==> src/rtl/riscv_pkg.sv <==
// Shared RV32I load/store definitions for the LSU slice: funct3 codes,
// the LSU state encoding, and helpers that classify and encode an access.
package riscv_pkg;

  localparam logic [2:0] F3_LB  = 3'b000;
  localparam logic [2:0] F3_LH  = 3'b001;
  localparam logic [2:0] F3_LW  = 3'b010;
  localparam logic [2:0] F3_LBU = 3'b100;
  localparam logic [2:0] F3_LHU = 3'b101;
  localparam logic [2:0] F3_SB  = 3'b000;
  localparam logic [2:0] F3_SH  = 3'b001;
  localparam logic [2:0] F3_SW  = 3'b010;

  typedef enum logic {
    IDLE = 1'b0,
    REQ  = 1'b1
  } lsu_state_t;

  typedef struct packed {
    logic [3:0]  wstrb;
    logic [31:0] wdata;
  } store_enc_t;

  // An access is rejected when its width does not fit the byte offset or when
  // the funct3 code names no load/store width (stores only know B/H/W).
  function automatic logic lsu_misaligned(input logic       is_store,
                                          input logic [2:0] funct3,
                                          input logic [1:0] off);
    logic bad;
    bad = 1'b0;
    if (is_store) begin
      case (funct3)
        F3_SB:   bad = 1'b0;
        F3_SH:   bad = off[0];
        F3_SW:   bad = (off != 2'b00);
        default: bad = 1'b1;
      endcase
    end else begin
      case (funct3)
        F3_LB, F3_LBU: bad = 1'b0;
        F3_LH, F3_LHU: bad = off[0];
        F3_LW:         bad = (off != 2'b00);
        default:       bad = 1'b1;
      endcase
    end
    return bad;
  endfunction

  // Stores replicate the datum across every lane so the memory only needs the
  // strobes to pick the right bytes; loads never drive strobes.
  function automatic store_enc_t lsu_store_encode(input logic        is_store,
                                                  input logic [2:0]  funct3,
                                                  input logic [1:0]  off,
                                                  input logic [31:0] data);
    store_enc_t enc;
    enc.wstrb = 4'b0000;
    enc.wdata = 32'd0;
    if (is_store) begin
      case (funct3)
        F3_SB: begin
          enc.wdata = {4{data[7:0]}};
          enc.wstrb = 4'b0001 << off;
        end
        F3_SH: begin
          enc.wdata = {2{data[15:0]}};
          enc.wstrb = 4'b0011 << off;
        end
        F3_SW: begin
          enc.wdata = data;
          enc.wstrb = 4'b1111;
        end
        default: begin
          enc.wdata = 32'd0;
          enc.wstrb = 4'b0000;
        end
      endcase
    end
    return enc;
  endfunction

endpackage

==> src/rtl/lsu_load_align.sv <==
// Picks the addressed byte/half out of a read word and sign- or zero-extends
// it to 32 bits according to the load's funct3.
module lsu_load_align
  import riscv_pkg::*;
(
  input  logic [31:0] rdata_i,
  input  logic [2:0]  funct3_i,
  input  logic [1:0]  off_i,
  output logic [31:0] result_o
);

  logic [7:0]  byteSel;
  logic [15:0] halfSel;

  // Lane selection followed by extension; unknown codes yield zero.
  always_comb begin
    byteSel  = 8'd0;
    halfSel  = 16'd0;
    result_o = 32'd0;
    case (off_i)
      2'd0:    byteSel = rdata_i[7:0];
      2'd1:    byteSel = rdata_i[15:8];
      2'd2:    byteSel = rdata_i[23:16];
      default: byteSel = rdata_i[31:24];
    endcase
    halfSel = off_i[1] ? rdata_i[31:16] : rdata_i[15:0];
    case (funct3_i)
      F3_LB:   result_o = {{24{byteSel[7]}}, byteSel};
      F3_LBU:  result_o = {24'd0, byteSel};
      F3_LH:   result_o = {{16{halfSel[15]}}, halfSel};
      F3_LHU:  result_o = {16'd0, halfSel};
      F3_LW:   result_o = rdata_i;
      default: result_o = 32'd0;
    endcase
  end

endmodule

==> src/rtl/lsu_data_access.sv <==
// Load/store unit sitting between execute and writeback. Accepts one access
// per instruction, runs it on a req/ack data bus, stalls the pipeline while
// the bus is busy, and delivers aligned/extended load data to writeback.
module lsu_data_access
  import riscv_pkg::*;
#(
  parameter int TIMEOUT_CYCLES = 16
) (
  input  logic        clk,
  input  logic        rst,
  input  logic        execute_valid,
  input  logic        execute_mem_read,
  input  logic        execute_mem_write,
  input  logic [2:0]  execute_funct3,
  input  logic [31:0] execute_alu_result,
  input  logic [31:0] execute_store_data,
  output logic [31:0] mem_read_data,
  output logic        lsu_done,
  output logic        lsu_stall,
  output logic        lsu_misalign,
  output logic        lsu_bus_err,
  output logic        dmem_req,
  output logic        dmem_we,
  output logic [31:0] dmem_addr,
  output logic [3:0]  dmem_wstrb,
  output logic [31:0] dmem_wdata,
  input  logic        dmem_ack,
  input  logic [31:0] dmem_rdata
);

  localparam int CntW = (TIMEOUT_CYCLES > 2) ? $clog2(TIMEOUT_CYCLES) : 1;
  localparam logic [CntW-1:0] LastCnt = CntW'(TIMEOUT_CYCLES - 1);

  lsu_state_t      state_q, state_d;
  logic [CntW-1:0] cnt_q, cnt_d;
  logic [31:0]     addr_q;
  logic            we_q;
  logic [3:0]      wstrb_q;
  logic [31:0]     wdata_q;
  logic [2:0]      funct3_q;
  logic [1:0]      off_q;
  logic [31:0]     rdata_q;
  logic            done_q;
  logic            misalign_q;
  logic            busErr_q;

  logic        access;
  logic        isStore;
  logic        misaligned;
  logic        accept;
  logic        misHit;
  logic        ackHit;
  logic        timeout;
  store_enc_t  storeEnc;
  logic [31:0] loadData;

  // Classify the execute-stage instruction; a load+store combination is a store.
  always_comb begin
    access     = execute_valid & (execute_mem_read | execute_mem_write);
    isStore    = execute_mem_write;
    misaligned = lsu_misaligned(isStore, execute_funct3, execute_alu_result[1:0]);
    storeEnc   = lsu_store_encode(isStore, execute_funct3,
                                  execute_alu_result[1:0], execute_store_data);
  end

  // Next-state and bus/stall control; the ack cycle drops stall so the
  // pipeline advances on the same edge the access retires.
  always_comb begin
    state_d   = state_q;
    cnt_d     = cnt_q;
    accept    = 1'b0;
    misHit    = 1'b0;
    ackHit    = 1'b0;
    timeout   = 1'b0;
    lsu_stall = 1'b0;
    dmem_req  = 1'b0;
    case (state_q)
      IDLE: begin
        if (access && misaligned) begin
          misHit = 1'b1;
        end else if (access) begin
          accept    = 1'b1;
          state_d   = REQ;
          cnt_d     = '0;
          lsu_stall = 1'b1;
        end
      end
      REQ: begin
        dmem_req = 1'b1;
        if (dmem_ack) begin
          ackHit  = 1'b1;
          state_d = IDLE;
          cnt_d   = '0;
        end else if (cnt_q == LastCnt) begin
          timeout   = 1'b1;
          state_d   = IDLE;
          cnt_d     = '0;
          lsu_stall = 1'b1;
        end else begin
          cnt_d     = cnt_q + CntW'(1);
          lsu_stall = 1'b1;
        end
      end
      default: state_d = IDLE;
    endcase
  end

  lsu_load_align u_load_align (
    .rdata_i  (dmem_rdata),
    .funct3_i (funct3_q),
    .off_i    (off_q),
    .result_o (loadData)
  );

  // State, latched request fields, load result and the one-cycle status pulses.
  always_ff @(posedge clk) begin
    if (!rst) begin
      state_q    <= IDLE;
      cnt_q      <= '0;
      addr_q     <= 32'd0;
      we_q       <= 1'b0;
      wstrb_q    <= 4'd0;
      wdata_q    <= 32'd0;
      funct3_q   <= 3'd0;
      off_q      <= 2'd0;
      rdata_q    <= 32'd0;
      done_q     <= 1'b0;
      misalign_q <= 1'b0;
      busErr_q   <= 1'b0;
    end else begin
      state_q    <= state_d;
      cnt_q      <= cnt_d;
      done_q     <= ackHit;
      misalign_q <= misHit;
      busErr_q   <= timeout;
      if (accept) begin
        addr_q   <= {execute_alu_result[31:2], 2'b00};
        we_q     <= isStore;
        wstrb_q  <= storeEnc.wstrb;
        wdata_q  <= storeEnc.wdata;
        funct3_q <= execute_funct3;
        off_q    <= execute_alu_result[1:0];
      end
      if (ackHit && !we_q) begin
        rdata_q <= loadData;
      end else if (timeout) begin
        rdata_q <= 32'd0;
      end
    end
  end

  assign mem_read_data = rdata_q;
  assign lsu_done      = done_q;
  assign lsu_misalign  = misalign_q;
  assign lsu_bus_err   = busErr_q;
  assign dmem_we       = we_q;
  assign dmem_addr     = addr_q;
  assign dmem_wstrb    = wstrb_q;
  assign dmem_wdata    = wdata_q;

endmodule

==> config.mk <==
export PLATFORM = sky130hd
export DESIGN_NAME = lsu_data_access
export DESIGN_NICKNAME = d
export VERILOG_FILES = /design/src/rtl/riscv_pkg.sv /design/src/rtl/lsu_load_align.sv /design/src/rtl/lsu_data_access.sv
export SDC_FILE = /design/constraint.sdc
export NUM_CORES = 1
export LEC_CHECK = 0
export ABC_AREA = 1
export CAP_MARGIN = 20
export CORE_MARGIN = 2
export CORE_UTILIZATION = 44
export CTS_CLUSTER_DIAMETER = 50
export DETAILED_ROUTE_END_ITERATION = 8
export PLACE_DENSITY = 0.91
export SYNTH_ARGS = -nofsm -noshare
export SYNTH_HDL_FRONTEND = slang
export SYNTH_SLANG_ARGS = --single-unit
==> constraint.sdc <==
create_clock -name clk -period 1.5 [get_ports clk]
set_input_delay 0.3 -clock clk [delete_from_list [all_inputs] [get_ports clk]]
set_output_delay 0.3 -clock clk [all_outputs]
set_load 0.05 [all_outputs]
Word level (Yosys, flattened, before mapping)
Cells that the tools add are included.
{"block": "word_totals", "regBits": 112, "in_bits": 105, "word_cells": 74}
{"block": "classes", "n_addsub": 1, "eq_ne": 13, "shifts": 2, "n_mux": 30, "n_bitwise": 4, "n_reduce_logical": 12}
{"operator": "$pmux 32 s5", "count": 1}
{"operator": "$pmux 36 s3", "count": 1}
{"operator": "$mux 32", "count": 2}
{"operator": "$mux 36", "count": 1}
{"operator": "$pmux 8 s3", "count": 1}
{"operator": "$mux 16", "count": 1}
{"operator": "$mux 4", "count": 4}
{"operator": "$mux 1", "count": 14}
{"operator": "$eq 3x3->1 const B", "count": 4}
{"operator": "$pmux 4 s2", "count": 1}
{"operator": "$eq 3x1->1 const B", "count": 2}
{"operator": "$eq 3x2->1 const B", "count": 2}
{"operator": "$logic_not 3->1", "count": 2}
{"operator": "$pmux 1 s3", "count": 2}
{"operator": "$reduce_or 2->1", "count": 3}
{"operator": "$add 4x1->4 const B", "count": 1}
{"operator": "$eq 4x4->1 const B", "count": 1}
{"operator": "$ne 2x2->1 const B", "count": 2}
{"operator": "$pmux 1 s2", "count": 2}
{"operator": "$reduce_bool 2->1", "count": 2}
{"operator": "$shl 1x2->4 const A", "count": 1}
{"operator": "$shl 2x2->4 const A", "count": 1}
{"operator": "$eq 2x1->1 const B", "count": 1}
{"operator": "$eq 2x2->1 const B", "count": 1}
{"operator": "other kinds (7)", "count": 9}

Longest topological paths before layout
Gate-level depths: netlist of run 1.
{"block": "logic_depth", "word_depth": 7, "mapped_depth": 11, "depth_no_buf": 9}

Hierarchy
From an unflattened synthesis of run 1, not the netlist that was laid out.
{"block": "hier_totals", "hier_cells": 876, "area_unflattened_um2": 5846.9}
{"module": "lsu_data_access", "n_inst": 1, "cells_per_inst": 669, "area_each_um2": 4695.8, "seq_area_each_um2": 2242.2}
{"module": "lsu_load_align", "n_inst": 1, "cells_per_inst": 207, "area_each_um2": 1151.1, "seq_area_each_um2": 0.0}

Worst setup path before layout of run 1
No wires, ideal clock.
{"block": "synth_timing", "path_type": "reg2out", "start": "reg state_q", "end": "out lsu_stall", "t_arrival_ns": 1.714, "slack_ns": -0.514, "path_stages_with_launch": 8, "n_path_buf": 2, "path_cell_list": "dfxtp_1 > inv_1 > nand2_1 > inv_1 > nand4_1 > buf_4 > buf_4 > nand2_1"}
{"block": "synth_via", "elab_chain_cells": 2}
{"item": "start: declaration", "line": "lsu_data_access.sv:34", "text": "lsu_state_t state_q, state_d;"}
{"item": "start signal: assignment", "line": "lsu_data_access.sv:131", "text": "state_q <= state_d;"}
{"item": "$not 1->1"}
{"item": "$pmux 1 s2 *", "line": "lsu_data_access.sv:77", "text": "case (state_q)"}
{"item": "end: declaration", "line": "lsu_data_access.sv:19", "text": "output logic lsu_stall,"}
Every way passes the cells marked *; elsewhere a longest branch is shown, timed or not.

Worst setup path after layout of run 1
{"block": "layout_timing", "start": "in execute_alu_result[0]", "end": "reg addr_q[31], in the netlist dmem_addr[31]"}
{"block": "layout_via", "elab_chain_cells": 6, "elab_cells_between_ends": 7, "classes_between": "mux: 5; reduce/logical: 2"}
{"item": "start: declaration", "line": "lsu_data_access.sv:15", "text": "input logic [31:0] execute_alu_result,"}
{"item": "$reduce_bool 2->1", "line": "riscv_pkg.sv:35, riscv_pkg.sv:42"}
{"item": "$pmux 1 s3 (on tied branches)", "line": "riscv_pkg.sv:39, riscv_pkg.sv:32"}
{"item": "$mux 1 *", "line": "riscv_pkg.sv:31", "text": "if (is_store) begin"}
{"item": "$logic_and 1x1->1 *", "line": "lsu_data_access.sv:79", "text": "if (access && misaligned) begin"}
{"item": "$mux 1 *", "line": "lsu_data_access.sv:79"}
{"item": "$mux 1 *", "line": "lsu_data_access.sv:77"}
{"item": "end signal: assignment", "line": "lsu_data_access.sv:137", "text": "addr_q <= {execute_alu_result[31:2], 2'b00};"}
{"item": "end: declaration", "line": "lsu_data_access.sv:36", "text": "logic [31:0] addr_q;"}
Marked as above.
A chain may end at the register's enable or synchronous reset.

==> results.json, run 1 <==
{
  "status": "finished, violations left",
  "violations": "DRC, setup timing",
  "die_w_um": 115,
  "critical_path_startpoint": "execute_alu_result[0]",
  "timing.reg2reg.worst_path_depth": 11,
  "critPathSlowestCell": "clkdlybuf4s15_1",
  "drv_slew": 0,
  "clock_insertion_delay_worst_skew_ps": 360,
  "whs_path_depth": 4,
  "clkSlewWorstSetupHoldPaths_ps": 80,
  "worst-endpoint-arrival_ps": 2210,
  "hp-class": "in2reg",
  "final.setup.tns_ps": -20420,
  "grt_max_degree": 34,
  "number_of_enable_type_register_cells_in_the_synthesized_netlist": 0,
  "synth.cells.most_frequent": "nand2_1 (312), dfxtp_1 (112), nor2_1 (102), a21oi_1 (88), nand3_1 (63)",
  "cts_tree": "built",
  "yosys_register_bits": 112,
  "synth_seq_area_share": 0.410,
  "post-route-drc-count": 77,
  "num_io_pins": 211,
  "final_critical_path_setup_slack_ps": -461,
  "power_leakage_nw": 4.28,
  "max_cap_viol_count": 0,
  "switching_share": 0.322,
  "timing.critical_path.required_ps": 1750,
  "synthesis.instances": 855,
  "detailedRoute.firstIterationViolations": 1525,
  "fin_worst_skew_ps": 15.6,
  "cts.htree.levels": 3,
  "finalSetupViolations": 82,
  "die_area_um2": 13300,
  "cts_buffers": 9,
  "final.period_utilization": 1.31,
  "place_hpwl_um": 15300,
  "number_of_vias_per_cell": 6.27,
  "hp-start": "execute_alu_result[1]",
  "total_number_of_vias": 8062,
  "clock_power_share": 0.346,
  "fin_crit_ps": 1960,
  "cellPowerDensity_nw_per_um2": 871,
  "internal_power_mw": 6.10,
  "place_ws_ps": -731,
  "share_comb_of_total_power": 0.295,
  "io_buffers": 208,
  "power.switching_mw": 2.89,
  "yosys.cell_count.top_type": "nand2_1",
  "fmax_mhz": 510,
  "standard_cell_core_area_um2": 12100,
  "grt_antenna_before_repair": 2,
  "syn_to_final_growth_pct": 88.8,
  "syn_area_per_cell_um2": 6.39,
  "route.antenna.remaining_nets": 0,
  "yosysWarnings": 0,
  "critical_path.max_fanout": 7,
  "wirelength_routed_um": 30600,
  "grt_first_pass_wirelength_um": 36400,
  "drive_above_1_share": 0.287,
  "grt_overflow": 0,
  "cp_cell_sequence": "clkdlybuf4s15_1 -> nand2_1 -> nand2_1 -> nand2_1 -> nand4_1 -> buf_6 -> buf_12 -> buf_4 -> buf_12 -> buf_16 -> o21ai_4 -> nor2_1",
  "synth.top_cells.by_area": "dfxtp_1 (41%), nand2_1 (21%), a21oi_1 (8.1%)",
  "crit_path_frequent_cell": "nand2_1",
  "first_global_vias": 7231,
  "cts.sink_count": 112,
  "synth_top_area_cell": "dfxtp_1",
  "gp_congestion": 0.963,
  "cp-end-kind": "flip-flop",
  "route.detailed.wl_per_inst_um": 23.8,
  "cp-start-kind": "primary input",
  "die_height_um": 115,
  "rsz0062_at_grt": "true",
  "seq_power_share": 0.359,
  "synth.distinct_cells": 30,
  "initial_utilization": 0.453,
  "synth_flop_cell": "dfxtp_1",
  "std_cell_rows": 40,
  "worst_path_largest_cell_delay_ps": 270,
  "clk_path_buf_depth": 2,
  "critical_path_class": "in2reg",
  "worstReg2RegStart": "state_q$_SDFF_PN0_",
  "post-synth-top-area-fraction": 0.410,
  "max-vdd-ir-drop_uv": 907,
  "grt_util_all_layers": 0.355,
  "firstDrtPassIters": 9,
  "timing.final.hold_violations": 0,
  "cts_root_buf": "clkbuf_16",
  "num-nets-final": 1217,
  "postSynth.asyncResetShare": 0,
  "synth.cell_area_um2": 5460
}
==> cells in the final DEF (no fill, tap or decap), types with 2 or more instances in the layout <==
master / count
nand2_1: 296
buf_12: 115
dfxtp_1: 109
clkdlybuf4s50_1: 96
nor2_1: 92
buf_4: 66
nand3_1: 62
a21oi_1: 60
inv_1: 35
a21oi_2: 29
o21ai_0: 22
o21ai_2: 17
clkbuf_16: 17
nand2_2: 10
o21ai_4: 10
nand4_1: 8
nor2_2: 8
nand2_4: 7
nor2_4: 5
or2_2: 4
bufinv_16: 4
buf_2: 4
inv_4: 3
o21ai_1: 3
inv_2: 3
o211ai_1: 3
buf_6: 3
nand3_2: 2
clkinvlp_4: 2
a21boi_0: 2
conb_1: 2
dlygate4sd2_1: 2
dfxtp_4: 2
==> stage by stage <==
step                 util  total power, mW  cell area [µm²]  hold WS (ps)  std cells
global placement    0.757             5.37             9130           477       1240
finish              0.855             8.99            10300           468       1285
CTS                 0.803             8.50             9680           437       1267
global route        0.855             9.16            10300           486       1285
detailed placement  0.757             5.43             9130           486       1240
floorplan               -             4.29             5490           438        856
==> critical path, delay by kind of cell <==
| family | cells | cell delay (ps) |
|---|---|---|
| AO/OA/AOI/OAI | 1 | 210 |
| AND/OR/NAND/NOR | 5 | 680 |
| buffers and inverters | 6 | 1030 |
==> final cells by class <==
| type | count | area (µm²) |
|---|---|---|
| repair buffers | 298 | 4090 |
| multi-input cells | 648 | 3220 |
| flip-flops and latches | 112 | 2250 |
| fillers | 511 | 1750 |
| clock buffers | 11 | 243 |
| well taps | 168 | 210 |
| inverters | 42 | 169 |
| clock inverters | 5 | 128 |
| diodes | 1 | 2.50 |
==> per-layer routing <==
metal  part of all wire  global-route usage  up-vias
li1                   -                   -     3240
met1               0.31               0.386     3597
met2               0.44               0.603      881
met3               0.14               0.115      342
met4               0.10               0.214        2
met5            0.00023                   0        -
==> kinds of logic after synthesis <==
family,synth area share
adder cells (fa/ha/maj),0.00229
other,0.000686
buffers and inverters,0.0790
AO/OA/AOI/OAI,0.138
AND/OR/NAND/NOR,0.368
XOR/XNOR,0.00160
flip-flops,0.410
==> timing repair <==
action                     in CTS  in global routing
setup endpoints to repair      78                106
hold buffers                    0                  0
pin swaps                       4                 28
buffers inserted               10                  9
resized for setup              66                112
cloned                          1                  9
==> power groups by stage <==
stage	sequential (mW)	combinational (mW)	clock (mW)
2_1_floorplan	3.55	0.737	0
4_1_cts	3.21	2.26	3.03
5_1_grt	3.23	2.74	3.20
6_report	3.22	2.65	3.11
3_3_place_gp	3.27	2.10	0
3_5_place_dp	3.27	2.16	0
==> flip-flops by register name, summed over array words and instances (netlist names), 2 cells and up <==
signal and flops:
cnt_q 4, off_q 2, funct3_q 3, dmem_addr 30
dmem_wstrb 4, dmem_wdata 32, mem_read_data 32
==> final timing paths <==
| kind | slack [ps] | endpoint |
|---|---|---|
| worst max-delay path | -460 | dmem_addr[31]$_SDFFE_PN0P_ |
| worst min-delay path | 470 | off_q[1]$_SDFFE_PN0P_ |
| worst max register to register | -430 | dmem_addr[31]$_SDFFE_PN0P_ |
| worst min register to register | 490 | cnt_q[0]$_SDFFE_PN0P_ |
Power figures use the tool's default switching activity.
==> run 2: changes to the inputs <==
- SETUP_SLACK_MARGIN: not set -> 0.02
==> results.json, run 2 (synthesis results as in run 1) <==
{
  "cts.htree.levels": 3,
  "rsz0062_at_grt": "true",
  "final_critical_path_setup_slack_ps": -271,
  "route.detailed.wl_per_inst_um": 24.2,
  "initial_utilization": 0.453,
  "reg2reg_to": "dmem_addr[25]$_SDFFE_PN0P_",
  "drive_above_1_share": 0.338,
  "fin_worst_skew_ps": 25.2,
  "critical_path_startpoint": "dmem_ack",
  "gp_congestion": 0.988,
  "io_buffers": 208,
  "final.period_utilization": 1.18,
  "max-vdd-ir-drop_uv": 1030,
  "cts_buffers": 9,
  "critical_path_class": "in2out",
  "finish.instance_area_um2": 10600,
  "layout.cells.most_common_list": "nand2_1 (265), buf_12 (117), dfxtp_1 (108)",
  "postPlaceCellArea_um2": 9150,
  "place_hpwl_um": 14800,
  "first_global_vias": 7393,
  "grt_antenna_before_repair": 0,
  "hp-start": "execute_mem_write",
  "grt_overflow": 0,
  "postCtsHoldBufs": 0,
  "finalSetupViolations": 61,
  "antenna_diodes": 0,
  "most_common_cell_after_layout_fill_and_taps_aside": "nand2_1",
  "crit_path_end": "lsu_stall",
  "grt_max_degree": 33,
  "die_w_um": 115,
  "fmax_mhz": 565,
  "timing.reg2reg.worst_path_depth": 10,
  "numPlacedInstances": 1244,
  "cts_tree": "built",
  "cts.sink_count": 112,
  "firstDrtPassIters": 9,
  "clock_insertion_delay_worst_skew_ps": 370,
  "violations": "setup timing",
  "timing.critical_path.required_ps": 1200,
  "cp-start-kind": "primary input",
  "post-route-drc-count": 0,
  "drv_slew": 0,
  "wirelength_routed_um": 31300,
  "whs_ps": 347,
  "cp-end-kind": "output pin",
  "hp-class": "in2reg",
  "worstReg2RegStart": "state_q$_SDFF_PN0_",
  "grt_first_pass_wirelength_um": 38300,
  "clkSlewWorstSetupHoldPaths_ps": 80,
  "detailedRoute.firstIterationViolations": 1355,
  "reg2reg_slack_ps": -240,
  "number_of_vias_per_cell": 6.28,
  "grt_util_all_layers": 0.373,
  "timing.final.hold_violations": 0,
  "standard_cell_core_area_um2": 12100,
  "syn_to_final_growth_pct": 93.9,
  "worst-endpoint-arrival_ps": 1470,
  "num-nets-final": 1228,
  "die_area_um2": 13300,
  "clk_path_buf_depth": 2,
  "cts_root_buf": "clkbuf_16",
  "power_leakage_nw": 4.60,
  "finalNonFillerCells": 1294,
  "num_io_pins": 211,
  "route.antenna.remaining_nets": 0,
  "cellPowerDensity_nw_per_um2": 804,
  "max_cap_viol_count": 0,
  "fin_crit_ps": 1770,
  "critical_path.max_fanout": 3,
  "final_core_util": 0.878,
  "std_cell_rows": 40,
  "die_height_um": 115,
  "total_number_of_vias": 8130,
  "status": "finished, violations left"
}
run 2: worst min-delay path by stage:
stage,end,slack (ps),cells after the start
after global placement,cnt_q[1]$_SDFFE_PN0P_,490,2
final,dmem_we$_SDFFE_PN0P_,350,4
after detailed placement,dmem_wdata[11]$_SDFFE_PN0P_,490,2
after global routing,dmem_we$_SDFFE_PN0P_,340,4
after floorplan,lsu_done$_SDFF_PN0_,440,2
after CTS,dmem_wdata[14]$_SDFFE_PN0P_,500,2
run 2: metrics by stage:
| step | worst slack, ps | setup TNS [ps] | power [mW] |
|---|---|---|---|
| after CTS | -191 | -1480 | 7.91 |
| after global routing | -301 | -6910 | 8.64 |
| after detailed placement | -599 | -47610 | 5.43 |
| final | -271 | -4340 | 8.52 |
| after global placement | -516 | -39680 | 5.37 |
| after floorplan | 8.68 | 0 | 4.29 |
run 2: worst max-delay path, stage by stage:
cell and delay, ps:
clkdlybuf4s50_1 470, nor2_1 210, inv_1 110, buf_4 170
nand2_8 70, buf_12 130
run 2: final cells by class:
class / instances / area [µm²]
Sequential cell: 112 / 2250
Clock inverter: 3 / 18.8
Clock buffer: 12 / 256
Timing Repair inverter: 1 / 5.00
Fill cell: 447 / 1470
Multi-Input combinational cell: 648 / 3400
Inverter: 42 / 169
Timing Repair Buffer: 308 / 4290
Tap cell: 168 / 210
run 2: per-layer routing:
metal,track usage,vias to the layer above,part of all wire
li1,-,3262,-
met4,0.207,0,0.086
met2,0.647,923,0.45
met5,0,-,0
met1,0.410,3665,0.33
met3,0.107,280,0.13
run 2: repair_timing:
action / in CTS / in global routing
endpoints found under the setup margin: 84 / 106
pin swaps: 9 / 65
resized for setup: 46 / 237
buffers inserted: 18 / 10
cloned: 7 / 6
run 2: power by group:
group	internal (mW)	total, mW	leakage [nW]	switching, mW
sequential	3.08	3.24	0.911	0.154
combinational	1.25	2.81	3.55	1.56
clock	1.22	2.47	0.138	1.26
==> run 3: changes to the inputs <==
- CORE_ASPECT_RATIO: not set -> 1.5
- RECOVER_POWER: not set -> 100
==> results.json, run 3 (synthesis results as in run 1) <==
{
  "firstDrtPassIters": 7,
  "worst-endpoint-arrival_ps": 1370,
  "critical_path_class": "in2out",
  "num-nets-final": 1196,
  "finalSetupViolations": 15,
  "timing.final.hold_violations": 0,
  "gp_congestion": 1.00,
  "cts_root_buf": "clkbuf_16",
  "total_number_of_vias": 6872,
  "hp-class": "in2reg",
  "seq_power_share": 0.401,
  "cts_buffers": 9,
  "internal_power_mw": 5.52,
  "cp-end-kind": "output pin",
  "route.detailed.wl_per_inst_um": 17.1,
  "rsz0062_at_grt": "true",
  "cts.htree.levels": 3,
  "numPlacedInstances": 1221,
  "number_of_vias_per_cell": 5.50,
  "cellPowerDensity_nw_per_um2": 823,
  "first_global_vias": 6573,
  "syn_to_final_growth_pct": 78.2,
  "postPlaceCellArea_um2": 9140,
  "most_common_cell_after_layout_fill_and_taps_aside": "nand2_1",
  "max_cap_viol_count": 0,
  "cts.sink_count": 112,
  "status": "finished, violations left",
  "post-route-drc-count": 0,
  "wirelength_routed_um": 21300,
  "clkSlewWorstSetupHoldPaths_ps": 70,
  "die_w_um": 95.0,
  "clock_insertion_delay_worst_skew_ps": 350,
  "power.switching_mw": 2.50,
  "fmax_mhz": 599,
  "initial_utilization": 0.452,
  "cts_tree": "built",
  "grt_util_all_layers": 0.303,
  "final_critical_path_setup_slack_ps": -171,
  "postCtsHoldBufs": 0,
  "grt_max_degree": 36,
  "detailedRoute.firstIterationViolations": 629,
  "critical_path.max_fanout": 3,
  "power_leakage_nw": 4.09,
  "drv_slew": 0,
  "fin_worst_skew_ps": 9.58,
  "fin_crit_ps": 1670,
  "grt_antenna_before_repair": 1,
  "finalNonFillerCells": 1249,
  "final.period_utilization": 1.11,
  "clk_path_buf_depth": 2,
  "nFillCells": 725,
  "final.setup.tns_ps": -850,
  "io_buffers": 208,
  "timing.critical_path.required_ps": 1200,
  "standard_cell_core_area_um2": 12100,
  "clock_power_share": 0.312,
  "switching_share": 0.312,
  "route.antenna.remaining_nets": 0,
  "grt_first_pass_wirelength_um": 31900,
  "violations": "setup timing",
  "place_hpwl_um": 15000,
  "cp-start-kind": "primary input",
  "grt_overflow": 0,
  "std_cell_rows": 49,
  "die_area_um2": 13300,
  "max-vdd-ir-drop_uv": 599,
  "layout.cells.most_common_list": "nand2_1 (307), buf_12 (118), dfxtp_1 (105)",
  "drive_above_1_share": 0.226,
  "share_comb_of_total_power": 0.288,
  "finish.instance_area_um2": 9740,
  "num_io_pins": 211,
  "die_height_um": 140,
  "reg2reg_slack_ps": -40
}
-- run 3: changes by cell type in the layout (fill, tap and decap cells not counted), sizes merged, moves of 2 or more --
cell,previous run,this run
buf,202,173
clkbuf,22,14
dlygate4sd2,0,4
clkdlybuf4s50,96,93
clkinv,3,0
inv,41,44
dlymetal6s2s,0,2
-- run 3: final timing paths --
| check | start | endpoint | cells after the start |
|---|---|---|---|
| setup / recovery | execute_mem_write | lsu_stall | 8 |
| hold / removal | execute_funct3[1] | funct3_q[1]$_SDFFE_PN0P_ | 3 |
| setup reg to reg | state_q$_SDFF_PN0_ | dmem_addr[29]$_SDFFE_PN0P_ | 9 |
| hold reg to reg | cnt_q[0]$_SDFFE_PN0P_ | cnt_q[0]$_SDFFE_PN0P_ | 1 |
-- run 3: timing repair --
action	CTS	global route
gates resized for setup	41	66
pin swaps	4	6
buffers inserted	5	2
cloned	1	3
setup endpoints to repair	89	99
-- run 3: through the flow --
stage | hold WS [ps] | utilization | worst slack, ps | power [mW]
global route | 346 | 0.806 | -184 | 8.30
floorplan | 438 | - | 8.68 | 4.29
detailed placement | 486 | 0.756 | -678 | 5.43
CTS | 399 | 0.789 | -154 | 7.92
finish | 295 | 0.806 | -171 | 8.01
global placement | 471 | 0.756 | -531 | 5.38
-- run 3: critical path, stage by stage --
cell and delay (ps):
clkdlybuf4s15_1 230, buf_4 180, inv_1 110, nand2_2 90, nand4_1 120, buf_6 140
nand2_8 50, buf_12 140
-- run 3: power by group through the flow --
| stage | sequential, mW | combinational [mW] | clock, mW |
|---|---|---|---|
| 2_1_floorplan | 3.55 | 0.737 | 0 |
| 3_3_place_gp | 3.27 | 2.11 | 0 |
| 3_5_place_dp | 3.28 | 2.16 | 0 |
| 4_1_cts | 3.21 | 2.21 | 2.51 |
| 5_1_grt | 3.22 | 2.45 | 2.62 |
| 6_report | 3.21 | 2.31 | 2.50 |
-- run 3: layout make-up --
class                   count  area [µm²]  area share
clock inverters             5        61.3     0.00630
flip-flops and latches    112        2260       0.232
clock buffers              11         243      0.0249
repair buffers            277        3870       0.398
diodes                      1        2.50    0.000257
inverters                  42         169      0.0173
well taps                 153         191      0.0197
multi-input cells         648        2940       0.302
-- run 3: layer usage --
| layer | GRT usage | wire [µm] |
|---|---|---|
| met1 | 0.322 | 6810 |
| met2 | 0.547 | 11300 |
| met3 | 0.0597 | 1880 |
| met4 | 0.163 | 1300 |
| met5 | 0 | 0 |
